==> src/rtl/rect_raster_gen.sv <==
// Rectangle scan-coordinate generator: emits x/y/addr in raster order with back-pressure.
// Define RECT_RASTER_CLIP_EN to suppress plot for pixels outside SCREEN_W x SCREEN_H.
module rect_raster_gen #(
    parameter int unsigned X_W      = 8,
    parameter int unsigned Y_W      = 7,
    parameter int unsigned ADDR_W   = 15,
    parameter int unsigned SCREEN_W = 160,
    parameter int unsigned SCREEN_H = 120
) (
    input  logic              clk,
    input  logic              reset,
    input  logic              start,
    input  logic [X_W-1:0]    x0,
    input  logic [Y_W-1:0]    y0,
    input  logic [X_W-1:0]    w,
    input  logic [Y_W-1:0]    h,
    input  logic              stall,
    output logic [X_W-1:0]    x,
    output logic [Y_W-1:0]    y,
    output logic [ADDR_W-1:0] addr,
    output logic              plot,
    output logic              busy,
    output logic              done
);

    typedef enum logic [1:0] {StIdle, StRun, StDone} stateT;

    stateT             stateQ, stateD;
    logic [X_W-1:0]    x0Q, x0D, wQ, wD, colQ, colD, xQ;
    logic [Y_W-1:0]    y0Q, y0D, hQ, hD, rowQ, rowD, yQ;
    logic [ADDR_W-1:0] addrQ, addrD;
    logic              plotQ;
    logic              accept, lastCol, lastRow;
    logic [X_W-1:0]    xNext;
    logic [Y_W-1:0]    yNext;
    logic              inScreen;

    // Clipped pixels are never written, so they advance even under stall.
    assign accept  = (stateQ == StRun) && (!stall || !plotQ);
    assign lastCol = (colQ == wQ - X_W'(1));
    assign lastRow = (rowQ == hQ - Y_W'(1));

`ifdef RECT_RASTER_CLIP_EN
    logic [X_W:0] sumX;
    logic [Y_W:0] sumY;

    assign sumX     = {1'b0, x0D} + {1'b0, colD};
    assign sumY     = {1'b0, y0D} + {1'b0, rowD};
    assign inScreen = (sumX < (X_W+1)'(SCREEN_W)) && (sumY < (Y_W+1)'(SCREEN_H));
    assign xNext    = sumX[X_W-1:0];
    assign yNext    = sumY[Y_W-1:0];
`else
    logic unusedScreen;

    assign unusedScreen = ^{SCREEN_W, SCREEN_H};
    assign inScreen     = 1'b1;
    assign xNext        = x0D + colD;
    assign yNext        = y0D + rowD;
`endif

    always_comb begin
        stateD = stateQ;
        x0D    = x0Q;
        y0D    = y0Q;
        wD     = wQ;
        hD     = hQ;
        colD   = colQ;
        rowD   = rowQ;
        addrD  = addrQ;
        unique case (stateQ)
            StIdle: begin
                if (start) begin
                    x0D    = x0;
                    y0D    = y0;
                    wD     = w;
                    hD     = h;
                    colD   = '0;
                    rowD   = '0;
                    addrD  = '0;
                    stateD = (w == '0 || h == '0) ? StDone : StRun;
                end
            end
            StRun: begin
                if (accept) begin
                    if (!lastCol) begin
                        colD  = colQ + X_W'(1);
                        addrD = addrQ + ADDR_W'(1);
                    end else if (!lastRow) begin
                        colD  = '0;
                        rowD  = rowQ + Y_W'(1);
                        addrD = addrQ + ADDR_W'(1);
                    end else begin
                        stateD = StDone;
                    end
                end
            end
            StDone:  stateD = StIdle;
            default: stateD = StIdle;
        endcase
    end

    always_ff @(posedge clk) begin
        if (reset) begin
            stateQ <= StIdle;
            x0Q    <= '0;
            y0Q    <= '0;
            wQ     <= '0;
            hQ     <= '0;
            colQ   <= '0;
            rowQ   <= '0;
            addrQ  <= '0;
            xQ     <= '0;
            yQ     <= '0;
            plotQ  <= 1'b0;
        end else begin
            stateQ <= stateD;
            x0Q    <= x0D;
            y0Q    <= y0D;
            wQ     <= wD;
            hQ     <= hD;
            colQ   <= colD;
            rowQ   <= rowD;
            addrQ  <= addrD;
            if (stateD == StRun) begin
                xQ <= xNext;
                yQ <= yNext;
            end
            plotQ  <= (stateD == StRun) && inScreen;
        end
    end

    assign x    = xQ;
    assign y    = yQ;
    assign addr = addrQ;
    assign plot = plotQ;
    assign busy = (stateQ != StIdle);
    assign done = (stateQ == StDone);

endmodule

==> config.mk <==
export PLATFORM = sky130hd
export DESIGN_NAME = rect_raster_gen
export DESIGN_NICKNAME = d
export VERILOG_FILES = /design/src/rtl/rect_raster_gen.sv
export SDC_FILE = /design/constraint.sdc
export NUM_CORES = 1
export LEC_CHECK = 0
export ABC_AREA = 0
export BUFFER_PORTS_ARGS = -buffer_cell sky130_fd_sc_hd__buf_2
export CAP_MARGIN = 5
export CORE_MARGIN = 5
export CORE_UTILIZATION = 52
export DETAILED_ROUTE_END_ITERATION = 6
export GPL_TIMING_DRIVEN = 0
export PLACE_DENSITY_LB_ADDON = 0.25
export SLEW_MARGIN = 20
export SYNTH_ARGS = -nofsm -noshare
export SYNTH_HDL_FRONTEND = slang
export SYNTH_SLANG_ARGS = --single-unit
==> constraint.sdc <==
create_clock -name clk -period 4.3 [get_ports clk]
set_input_delay 1.29 -clock clk [delete_from_list [all_inputs] [get_ports clk]]
set_output_delay 1.29 -clock clk [all_outputs]
set_load 0.01 [all_outputs]
* After elaboration in Yosys (flattened, before gate mapping)
Cells that the tools add are included.
Operators by class: add/sub/neg operators 7, $mul 0, div/mod/pow operators 0, $lt $le $gt $ge 0, equal/unequal tests 8, shifts and indexed selects 0, multiplexer cells 25, bitwise operators 0, reduce and logical (&&, ||, !) cells 12
Operators by type and width (number):
- two-way mux 15 bit | 4
- two-way mux 8 bit | 6
- two-way mux 7 bit | 6
- one-hot mux 15 bit (2 select lines) | 1
- one-hot mux 8 bit (2 select lines) | 1
- adder 15 x 1 -> 15 bit, second input constant | 1
- one-hot mux 7 bit (2 select lines) | 1
- two-way mux 2 bit | 5
- adder 8 x 1 -> 8 bit, second input constant | 1
- adder 8 bit | 1
- == test 8 bit | 1
- logical NOT 8 bit | 1
- subtractor 8 x 1 -> 8 bit, second input constant | 1
- adder 7 x 1 -> 7 bit, second input constant | 1
- adder 7 bit | 1
- == test 7 bit | 1
- logical NOT 7 bit | 1
- subtractor 7 x 1 -> 7 bit, second input constant | 1
- == test 2 x 1 -> 1 bit, second input constant | 2
- != test 2 bit, second input constant | 2
- one-hot mux 2 bit (2 select lines) | 1
- AND reduction 4 bit | 1
- nonzero test 2 bit | 2
- != test 3 bit, second input constant | 1
- 6 further kinds | 8
Word-level totals: register bits 78, bits in latches 0, memory bits (writable) 0, ROM bits 0, input port bits 34, output and inout port bits 33, memories 0

* Logic depth before layout (Yosys ltp)
Gate-level depths: netlist of run 1.
depth after elaboration 7, mapped depth 20, depth with buffers taken out 19

* Worst setup path before layout of run 1
OpenSTA, ideal clock, no wires.
path kind input port to flip-flop, start in start, end reg yQ[6], in the netlist y[6], arrival time 3.952 ns, setup slack 0.218 ns, cell stages on the path 14, path buffers 2, cells stage by stage and2_1 -> clkbuf_1 -> clkbuf_1 -> nor2_1 -> mux2_2 -> ha_1 -> fa_1 -> a21o_1 -> a21oi_1 -> o21ai_0 -> xor2_1 -> o311ai_0 -> a31oi_1 -> nor3_2
Between the ends: word-level cells in the longest chain between the ends 3
RTL lines:
- start: declaration | RTL line 12 | input logic start,
- two-way mux 7 bit | RTL line 72 | if (start) begin
- one-hot mux 7 bit (2 select lines) | RTL line 70 | unique case (stateQ)
- net rowD[0] | RTL line 30 | logic [Y_W-1:0] y0Q, y0D, hQ, hD, rowQ, rowD, yQ;
- adder 7 bit | RTL line 58 | assign yNext = y0D + rowD;
- end signal: assignment | RTL line 126 | yQ <= yNext;
- end: declaration | RTL line 30
The timed path passes the listed nets, and every way through them passes these cells. A chain may end at the register's enable or synchronous reset.

* Worst setup path after layout of run 1
start reg wQ[0], end reg yQ[6], in the netlist y[6]
Between the ends: word-level cells in the longest chain between the ends 6
RTL lines:
- start: declaration | RTL line 29 | logic [X_W-1:0] x0Q, x0D, wQ, wD, colQ, colD, xQ;
- start signal: assignment | RTL line 119 | wQ <= wD;
- subtractor 8 x 1 -> 8 bit | RTL line 40 | assign lastCol = (colQ == wQ - X_W'(1));
- == test 8 bit | RTL line 40
- two-way mux 7 bit | RTL line 85 | if (!lastCol) begin
- two-way mux 7 bit | RTL line 84 | if (accept) begin
- one-hot mux 7 bit (2 select lines) | RTL line 70
- net rowD[0] | RTL line 30
- adder 7 bit | RTL line 58
The timed path passes the listed nets, and every way through them passes these cells.

==> results of run 1 <==
## power breakdown
part	leakage [uW]	internal [uW]	switching, uW	total, uW
clock	0.000116	359	271	630
sequential	0.000638	757	28.7	785
combinational	0.00162	138	187	324
total	0.00238	1250	486	1740
## Yosys cell counts (all sizes together) (2+ instances only)
library cell / number
nand2: 100
dfxtp: 78
a21oi: 46
nor2: 46
mux2i: 23
xor2: 20
ha: 18
xnor2: 18
clkbuf: 17
nor2b: 16
o21ai: 12
inv: 11
nand3: 11
nor3: 9
and3: 8
buf: 8
a21o: 7
nand4: 7
o2111ai: 7
or3: 6
a31oi: 5
nand2b: 5
and2: 4
nor4: 4
mux2: 3
a211o: 2
a211oi: 2
a22o: 2
a41oi: 2
fa: 2
o211ai: 2
o21ba: 2
o22a: 2
o31ai: 2
## worst paths after layout
kind,start,endpoint
max reg2reg,wQ[0],y[6]
min,x0Q[1],x0Q[1]
min reg2reg,x0Q[1],x0Q[1]
max,wQ[0],y[6]
## routing by layer
layer / up-vias / GRT usage (%) / wire length [um]
met3: 22 / 4.437 / 738
met1: 1905 / 28.29 / 5009
met2: 131 / 34.03 / 5172
met4: 0 / 6.458 / 170
li1: 2003 / - / -
met5: - / 0 / 0
## kinds of logic after synthesis
family | Yosys count
compound gates | 102
xor+xnor | 39
fa+ha+maj | 20
buf+inv | 36
flops | 78
mux | 26
simple gates | 226
## metrics by stage
step	util, %	area [um2]	instances	hold slack [ps]	power (uW)
finish	63.74	5264	725	466.0	1739
global route	63.74	5264	725	497.7	1822
CTS	62.56	5166	719	467.8	1732
detailed placement	59.05	4876	698	455.7	1105
global placement	59.05	4876	698	450.4	1095
floorplan	-	4414	527	444.3	1015
## what timing repair did
item / 4_1_cts / 5_1_grt
resized for setup: 8 / 14
pin swaps: 2 / 8
setup buffers: 5 / 6
endpoints found under the setup margin: 1 / 3
## critical path, stage by stage, from the launching register on
cell	delay, ps
sky130_fd_sc_hd__dfxtp_4	380
sky130_fd_sc_hd__inv_1	80
sky130_fd_sc_hd__ha_4	180
sky130_fd_sc_hd__o21bai_1	160
sky130_fd_sc_hd__a211o_1	310
sky130_fd_sc_hd__a31oi_2	210
sky130_fd_sc_hd__o2111ai_2	170
sky130_fd_sc_hd__buf_4	190
sky130_fd_sc_hd__nor3_4	260
sky130_fd_sc_hd__nor2_2	60
sky130_fd_sc_hd__mux2_2	280
sky130_fd_sc_hd__ha_2	190
sky130_fd_sc_hd__fa_2	350
sky130_fd_sc_hd__a21o_1	180
sky130_fd_sc_hd__a21oi_2	160
sky130_fd_sc_hd__o21ai_1	100
sky130_fd_sc_hd__xor2_1	180
sky130_fd_sc_hd__buf_4	170
sky130_fd_sc_hd__nor2_2	90
sky130_fd_sc_hd__mux2i_1	90
sky130_fd_sc_hd__a31oi_1	290
sky130_fd_sc_hd__nor3_2	60
## flip-flops by register name, summed over array words and instances (netlist names)
signal / flops
colQ: 8
y: 7
x: 8
hQ: 7
plot: 1
wQ: 8
y0Q: 7
rowQ: 7
x0Q: 8
addr: 15
stateQ: 2
## layout make-up
class / instances / share of cell area, %
clock inverters: 5 / 1.545
plain buffers: 25 / 2.448
repair buffers: 77 / 7.844
flip-flops and latches: 78 / 29.83
inverters: 11 / 0.7844
multi-input cells: 413 / 52.17
well taps: 105 / 2.496
clock buffers: 11 / 2.876
## layout by cell type (no fill, tap or decap), types with 8 or more instances in the layout
master	count
sky130_fd_sc_hd__dfxtp_1	75
sky130_fd_sc_hd__clkbuf_8	11
sky130_fd_sc_hd__ha_1	16
sky130_fd_sc_hd__xnor2_1	17
sky130_fd_sc_hd__and3_1	8
sky130_fd_sc_hd__xor2_1	19
sky130_fd_sc_hd__a21oi_1	45
sky130_fd_sc_hd__clkbuf_1	14
sky130_fd_sc_hd__buf_2	69
sky130_fd_sc_hd__o21ai_0	9
sky130_fd_sc_hd__inv_1	11
sky130_fd_sc_hd__buf_4	12
sky130_fd_sc_hd__nand3_1	11
sky130_fd_sc_hd__nor2_1	42
sky130_fd_sc_hd__mux2i_1	23
sky130_fd_sc_hd__nand2_1	100
sky130_fd_sc_hd__nor2b_1	16
==> impl_metrics.yaml, run 1 <==
sta:
  setup_tns_after_final_layout_ps: 0
  grt_setup_unrepaired: "true"
  min_cycle_time_layout_ps: 4266
  timing.final.crit_share_pct: 99.22
  fin_worst_skew_ps: 7.693
  finalHoldViolations: 0
  fin_ws_ps: 33.53
  timing.max_slew.rel_slack_pct: 37.24
  clock.fmax_ghz: 0.2344
  finalSetupViolations: 0
  report.final.slew_viol_count: 0
  tightest_slew_ps: 929.2
detailed_routing:
  wire_per_inst_um: 15.30
  via_per_inst: 5.601
  postRouteAntennaNets: 0
  routed_wl_um: 11090
  vias: 4061
  drt_iter0_markers: 249
  detail_route.drc_violations: 0
  dr.pass1.iters: 5
setup_path:
  worst-path-max-fanout: 6
  critPathCaptureType: "register"
  worst-endpoint-arrival_ps: 4490
  cp.required_ps: 4520
  reg2regPathDepth: 21
  r2r_setup_slack_ps: 30
  cp-start-kind: "register"
  crit_type: "reg2reg"
clock_tree:
  ctsRootBufferMaster: "sky130_fd_sc_hd__clkbuf_8"
  cts.sink_count: 78
  cts-hold-fix-buffers: 0
  clock_tree_from_tritoncts: "yes"
  cts-buffers-inserted: 9
  ctsHtreeMaxLevel: 3
  clock_path_buffers: 2
  insertion_delay_ps: 350
  post_cts_clock_slew_at_the_launch_and_capture_registers_of_the_worst_setup_and_hold_paths_ps: 80
yosys:
  synth_xor_area_share_pct: 8.390
  post_synth_design_cell_area_um2: 4414
  synth_fa_ha_area_share_pct: 6.009
  postSynthRegisterBits: 78
  synth_area_per_cell_um2: 8.376
  synthSimpleGateAreaFrac_pct: 24.74
  synth_top_flop_cell: "sky130_fd_sc_hd__dfxtp_1"
  post_synth_inst_count: 527
  netlist.area_leader.share_pct: 35.37
  portion_of_netlist_area_occupied_by_mux_cells_pct: 5.981
  post_synth_edffs: 0
  ys_async_sr_fraction_pct: 0
  combinational_family_with_the_most_area_after_synthesis: "simple AND/OR/NAND/NOR gates"
  ys_types: 71
  yosys-top-cells-area: "sky130_fd_sc_hd__dfxtp_1, sky130_fd_sc_hd__nand2_1, sky130_fd_sc_hd__a21oi_1"
  synth-seq-area-share_pct: 35.37
  synth_top_cell_by_area: "sky130_fd_sc_hd__dfxtp_1"
  yosysWarningCount: 0
  synth_area_in_compound_gates_pct: 15.76
  mappedNetlistNets: 581
floorplan:
  io_pins: 67
  die_w_um: 102.1
  dieArea_um2: 10430
  area_of_the_placeable_core_um2: 8258
  die_height_um: 102.1
  placementRows: 33
  start_util_pct: 53.45
final_layout:
  antennaDiodeCount: 0
  nets: 669
  register_area_um2: 1570
  layout_cells_sized_above_1_pct: 22.26
  layout.filler_cells: 736
  multi_input_area_um2: 2746
  synthToLayoutAreaGrowth_pct: 19.25
global_route:
  grt_max_degree: 14
  antenna_found_initial: 0
  grt_first_pass_wirelength_um: 17390
  first_global_vias: 3772
  grt-ovfl-total: 0
  globalRouteTotalUtil_pct: 21.04
status:
  status: "complete, no violations"
placement:
  detailedPlacementHpwl_um: 8224
  placement.setup.worst_slack_ps: -623.1
  io_buffer_count: 66
  gp_congestion: 0.8491
hold_path:
  hold_path.class: "reg2reg"
  hold_depth: 2
pwr:
  worst_ir_drop_vdd_mv: 0.1716
  leakage_uw: 0.002377
  power_density_nw_per_um2: 330.4
flow_run:
  maxCapViolations: 0
(Power assumes the default switching activity.)
==> inputs of run 2 (changes only) <==
Settings changed: CORE_MARGIN 5 to 1.
Clock period 4.3 ns to 3.6 ns, I/O delays scaled along.
==> run 2 against run 1 <==
  * The run now ends with setup timing left
  * Highest routed layer unchanged
  * Largest power group unchanged
  * Clock power grew 20%
  * Core utilization grew 4.3 points
  * Critical path depth fell by 2
  * Total power rose by 22%
  * Non-clock buffer count grew 10
  * Clock-buffer cell count stayed put
==> impl_metrics.yaml, run 2 (synthesis results as in run 1) <==
detailed_routing:
  via_per_inst: 5.558
  postRouteAntennaNets: 0
  dr.pass1.iters: 5
  drt_iter0_markers: 180
  detail_route.drc_violations: 0
  routed_wl_um: 11510
  met3RoutedLength_um: 631
  vias: 4085
  wl_met2_um: 5747
  wire_per_inst_um: 15.65
  dr.max_layer_used: "met4"
  route.layer.met1.wl_um: 4874
setup_path:
  crit_path_max_incr_delay_ps: 340
  worst-endpoint-arrival_ps: 4130
  crit_type: "reg2reg"
  critPathTopFamily: "compound AO/OA/AOI/OAI gates"
  cp.required_ps: 3820
  cp-start-kind: "register"
  timing.critical_path.slowest_stage_cell: "sky130_fd_sc_hd__fa_2"
  worst-path-max-fanout: 6
  critical_path.cell_chain: "clkbuf_4, xor2_1, nand4_1, a31oi_4, o2111ai_2, buf_4, nor3_4, nor2_2, mux2_4, ha_4, fa_2, a21o_1, a21oi_2, o21ai_2, xor2_2, nor2_1, mux2i_1, a31oi_1, nor3_2"
  critPathCaptureType: "register"
  worstPathBufferInverterCount: 2
sta:
  clock.fmax_ghz: 0.2559
  finalSetupViolations: 2
  fin_ws_ps: -307.7
  tightest_slew_ps: 598.8
  min_cycle_time_layout_ps: 3908
  grt_setup_unrepaired: "true"
  timing.final.crit_share_pct: 108.5
  finalHoldViolations: 0
  fin_worst_skew_ps: 7.900
  report.final.slew_viol_count: 0
  timing.max_slew.rel_slack_pct: 59.56
final_layout:
  mostFrequentLayoutCell: "sky130_fd_sc_hd__nand2_1"
  synthToLayoutAreaGrowth_pct: 26.70
  nets: 679
  final_cell_mix: "sky130_fd_sc_hd__nand2_1, sky130_fd_sc_hd__dfxtp_1, sky130_fd_sc_hd__buf_2"
  antennaDiodeCount: 0
  layout_cells_sized_above_1_pct: 28.41
  largest_register_ffs: 15
floorplan:
  start_util_pct: 53.72
  area_of_the_placeable_core_um2: 8217
  die_height_um: 94.14
  placementRows: 33
  dieArea_um2: 8861
  io_pins: 67
  die_w_um: 94.14
pwr:
  seq_power_share_pct: 44.0
  netSwitchingPower_uw: 622.7
  power_frac_comb_pct: 20.5
  internal_uw: 1504
  clockPowerShare_pct: 35.5
  power_density_nw_per_um2: 380.3
  sw_frac_of_total_pct: 29.28
  worst_ir_drop_vdd_mv: 0.2350
  overall_power_uw: 2127
  leakage_uw: 0.002475
placement:
  io_buffer_count: 66
  gp_congestion: 0.8363
  placement.setup.worst_slack_ps: -776.4
  detailedPlacementHpwl_um: 8094
clock_tree:
  cts-hold-fix-buffers: 0
  clock_path_buffers: 2
  insertion_delay_ps: 360
  cts-buffers-inserted: 9
  post_cts_clock_slew_at_the_launch_and_capture_registers_of_the_worst_setup_and_hold_paths_ps: 80
  cts.sink_count: 78
  ctsRootBufferMaster: "sky130_fd_sc_hd__clkbuf_8"
  ctsHtreeMaxLevel: 3
  clock_tree_from_tritoncts: "yes"
hold_path:
  hold_path.class: "reg2reg"
global_route:
  first_global_vias: 3861
  antenna_found_initial: 0
  grt_max_degree: 14
  grt_first_pass_wirelength_um: 18060
  globalRouteTotalUtil_pct: 26.59
  grt-ovfl-total: 0
status:
  status: "complete, but fails checks"
  violations_in_the_final_reports: "setup timing"
flow_run:
  maxCapViolations: 0
-- run 2: tightest hold or removal path, stage by stage (launching register included) --
cell	delay (ps)
sky130_fd_sc_hd__dfxtp_1	310
sky130_fd_sc_hd__nand2_1	60
sky130_fd_sc_hd__a21oi_1	60
-- run 2: power groups by stage --
| stage | combinational (uW) | sequential (uW) | clock (uW) |
|---|---|---|---|
| 2_1_floorplan | 260 | 960 | 0 |
| 3_3_place_gp | 362 | 955 | 0 |
| 3_5_place_dp | 372 | 958 | 0 |
| 4_1_cts | 409 | 934 | 760 |
| 5_1_grt | 475 | 941 | 798 |
| 6_report | 435 | 936 | 756 |
-- run 2: worst paths after layout --
kind | start | end | slack, ps | cells past startpoint
worst max-delay path | colQ[6] | y[6] | -310 | 19
worst min-delay path | x0Q[1] | x0Q[1] | 470 | 2
worst max register to register | colQ[6] | y[6] | -310 | 19
worst min register to register | x0Q[1] | x0Q[1] | 470 | 2
-- run 2: layout make-up --
class                      count  area, um2
inverter                      11      41.29
clock buffer                  11      141.4
fill                         668       2624
sequential                    78       1579
clock inverter                 5      81.33
buffer                        23      136.4
tap                          105      131.4
timing repair buffer          89      523.0
multi-input combinational    413       2959
-- run 2: metrics by stage --
step	instances	hold slack, ps	util [%]	TNS (ps)	instance area (um2)
detailed placement	698	455.6	60.04	-3251	4933
global route	735	492.1	68.07	-1113	5593
finish	735	467.4	68.07	-440.3	5593
CTS	730	467.7	66.33	-476.6	5450
floorplan	527	444.3	-	-81.57	4472
global placement	698	450.9	60.04	-3273	4933
-- run 2: routing by layer --
layer / vias up / track usage, %
met1: 1909 / 32.23
met2: 126 / 46.96
met4: 0 / 9.744
li1: 2024 / -
met5: - / 0
met3: 26 / 4.369
-- run 2: what timing repair did --
action                     CTS  global route
setup buffers               16             7
pin swaps                   20            20
setup endpoints to repair    7             7
gates resized for setup     32            27
==> inputs of run 3 (changes only) <==
Settings changed: CORE_UTILIZATION 52 to 55.
Clock period 3.6 ns to 3.7 ns, I/O delays scaled along.
==> run 3 against run 2 <==
  * The run still ends with setup timing left
  * First-iteration DRC count up 87%
  * Via count increased by 0.49%
  * Register-to-register slack gained 170 ps
  * Fmax rose by 1.9%
  * Clock-buffer cell count decreased by 2
  * Clock skew is 5.8 ps higher
  * Total power rose by 1.4%
  * Die area shrank 5.3%
  * Sequential power decreased by 2.7%
  * Combinational power fell by 3%
  * Worst hold slack about the same
==> impl_metrics.yaml, run 3 (synthesis results as in run 1) <==
setup_path:
  critical_path.most_common_cell: "sky130_fd_sc_hd__ha_4"
  crit_path_max_incr_delay_ps: 360
  worst-endpoint-arrival_ps: 4080
  cp-start-kind: "register"
  worstPathBufferInverterCount: 3
  worst-path-max-fanout: 7
  critPathCaptureType: "register"
  timing.critical_path.slowest_stage_cell: "sky130_fd_sc_hd__dfxtp_4"
  cp.required_ps: 3950
  critPathTopFamily: "compound AO/OA/AOI/OAI gates"
  crit_type: "reg2reg"
  critical_path.cell_chain: "inv_1, ha_4, o21ba_1, a221oi_2, a41oi_2, a211oi_4, buf_12, nor3_4, buf_6, mux2_4, ha_4, fa_2, a21o_1, a21oi_2, o21ai_2, xor2_2, o311ai_2, a31oi_1, nor3_2"
floorplan:
  area_of_the_placeable_core_um2: 7727
  start_util_pct: 57.12
  die_w_um: 91.59
  die_height_um: 91.59
  dieArea_um2: 8388
  placementRows: 32
  io_pins: 67
pwr:
  power_density_nw_per_um2: 385.3
  overall_power_uw: 2156
  worst_ir_drop_vdd_mv: 0.2440
  leakage_uw: 0.002461
global_route:
  grt_max_degree: 16
  first_global_vias: 3905
  grt-ovfl-total: 0
  antenna_found_initial: 0
  grt_first_pass_wirelength_um: 18670
  globalRouteTotalUtil_pct: 28.40
sta:
  grt_setup_unrepaired: "true"
  finalSetupViolations: 2
  timing.max_slew.rel_slack_pct: 53.73
  fin_ws_ps: -133.1
  min_cycle_time_layout_ps: 3833
  clock.fmax_ghz: 0.2609
  report.final.slew_viol_count: 0
  fin_worst_skew_ps: 13.69
  finalHoldViolations: 0
  tightest_slew_ps: 685.1
  timing.final.crit_share_pct: 103.6
clock_tree:
  insertion_delay_ps: 370
  ctsHtreeMaxLevel: 3
  cts-buffers-inserted: 9
  cts-hold-fix-buffers: 0
  ctsRootBufferMaster: "sky130_fd_sc_hd__clkbuf_8"
  clock_tree_from_tritoncts: "yes"
  post_cts_clock_slew_at_the_launch_and_capture_registers_of_the_worst_setup_and_hold_paths_ps: 100
  clock_path_buffers: 2
  cts.sink_count: 78
detailed_routing:
  routed_wl_um: 11820
  vias: 4105
  drt_iter0_markers: 337
  dr.pass1.iters: 5
  postRouteAntennaNets: 0
  wire_per_inst_um: 16.18
  via_per_inst: 5.616
  detail_route.drc_violations: 0
final_layout:
  synthToLayoutAreaGrowth_pct: 26.73
  layout.filler_cells: 605
  mostFrequentLayoutCell: "sky130_fd_sc_hd__nand2_1"
  nets: 678
  fin_area_um2: 5594
  layout_cells_sized_above_1_pct: 27.98
  final_cell_mix: "sky130_fd_sc_hd__nand2_1, sky130_fd_sc_hd__dfxtp_1, sky130_fd_sc_hd__buf_2"
  antennaDiodeCount: 0
  largest_register_ffs: 15
status:
  status: "complete, but fails checks"
  violations_in_the_final_reports: "setup timing"
placement:
  gp_congestion: 0.9023
  io_buffer_count: 66
  detailedPlacementHpwl_um: 8126
  postPlaceCellArea_um2: 4907
hold_path:
  hold_path.class: "reg2reg"
flow_run:
  maxCapViolations: 0
-- run 3: layout make-up --
cell class	count	area, um2	share of cell area, %
sequential	78	1579	28.23
clock buffer	9	123.9	2.214
timing repair buffer	89	523.0	9.349
multi-input combinational	413	2947	52.67
buffer	22	123.9	2.214
inverter	11	41.29	0.7381
clock inverter	7	128.9	2.304
tap	102	127.6	2.281
-- run 3: metal layers --
layer  up-vias  part of all wire (%)  track usage [%]
li1       2019                     -                -
met2       139                    47            45.49
met1      1929                    46            37.59
met4         0                   1.9            12.57
met5         -                     0                0
met3        18                   5.1            4.606
-- run 3: final timing paths --
path / start / endpoint / slack (ps) / depth (start not counted)
max: hQ[0] / y[6] / -130 / 19
min: x0Q[6] / x0Q[6] / 470 / 2
max reg2reg: hQ[0] / y[6] / -130 / 19
min reg2reg: x0Q[6] / x0Q[6] / 470 / 2
-- run 3: power by group --
part | switching, uW | internal [uW]
combinational | 238 | 181
sequential | 32.5 | 879
clock | 365 | 460
total | 635 | 1520
-- run 3: worst reg2reg max path: stages, from the launching register on --
cell,delay (ps)
sky130_fd_sc_hd__dfxtp_4,360
sky130_fd_sc_hd__inv_1,60
sky130_fd_sc_hd__ha_4,190
sky130_fd_sc_hd__o21ba_1,180
sky130_fd_sc_hd__a221oi_2,270
sky130_fd_sc_hd__a41oi_2,90
sky130_fd_sc_hd__a211oi_4,290
sky130_fd_sc_hd__buf_12,160
sky130_fd_sc_hd__nor3_4,50
sky130_fd_sc_hd__buf_6,140
sky130_fd_sc_hd__mux2_4,280
sky130_fd_sc_hd__ha_4,170
sky130_fd_sc_hd__fa_2,340
sky130_fd_sc_hd__a21o_1,170
sky130_fd_sc_hd__a21oi_2,160
sky130_fd_sc_hd__o21ai_2,100
sky130_fd_sc_hd__xor2_2,270
sky130_fd_sc_hd__o311ai_2,180
sky130_fd_sc_hd__a31oi_1,210
sky130_fd_sc_hd__nor3_2,50
-- run 3: per-stage QoR --
step	setup WS (ps)	setup TNS (ps)	utilization, %	hold WS (ps)	std cells
6_report	-133.1	-144.4	72.39	467.0	731
5_1_grt	-275.5	-597.2	72.39	488.2	731
4_1_cts	-170.7	-327.4	70.24	469.3	726
3_5_place_dp	-642.1	-2319	63.50	457.5	695
3_3_place_gp	-613.4	-2121	63.50	451.0	695
2_1_floorplan	2.972	0	-	444.3	527
-- run 3: repair_timing --
| action | in CTS | in global routing |
|---|---|---|
| pin swaps | 11 | 26 |
| setup endpoints to repair | 7 | 7 |
| gates resized for setup | 30 | 27 |
| setup buffers | 18 | 6 |
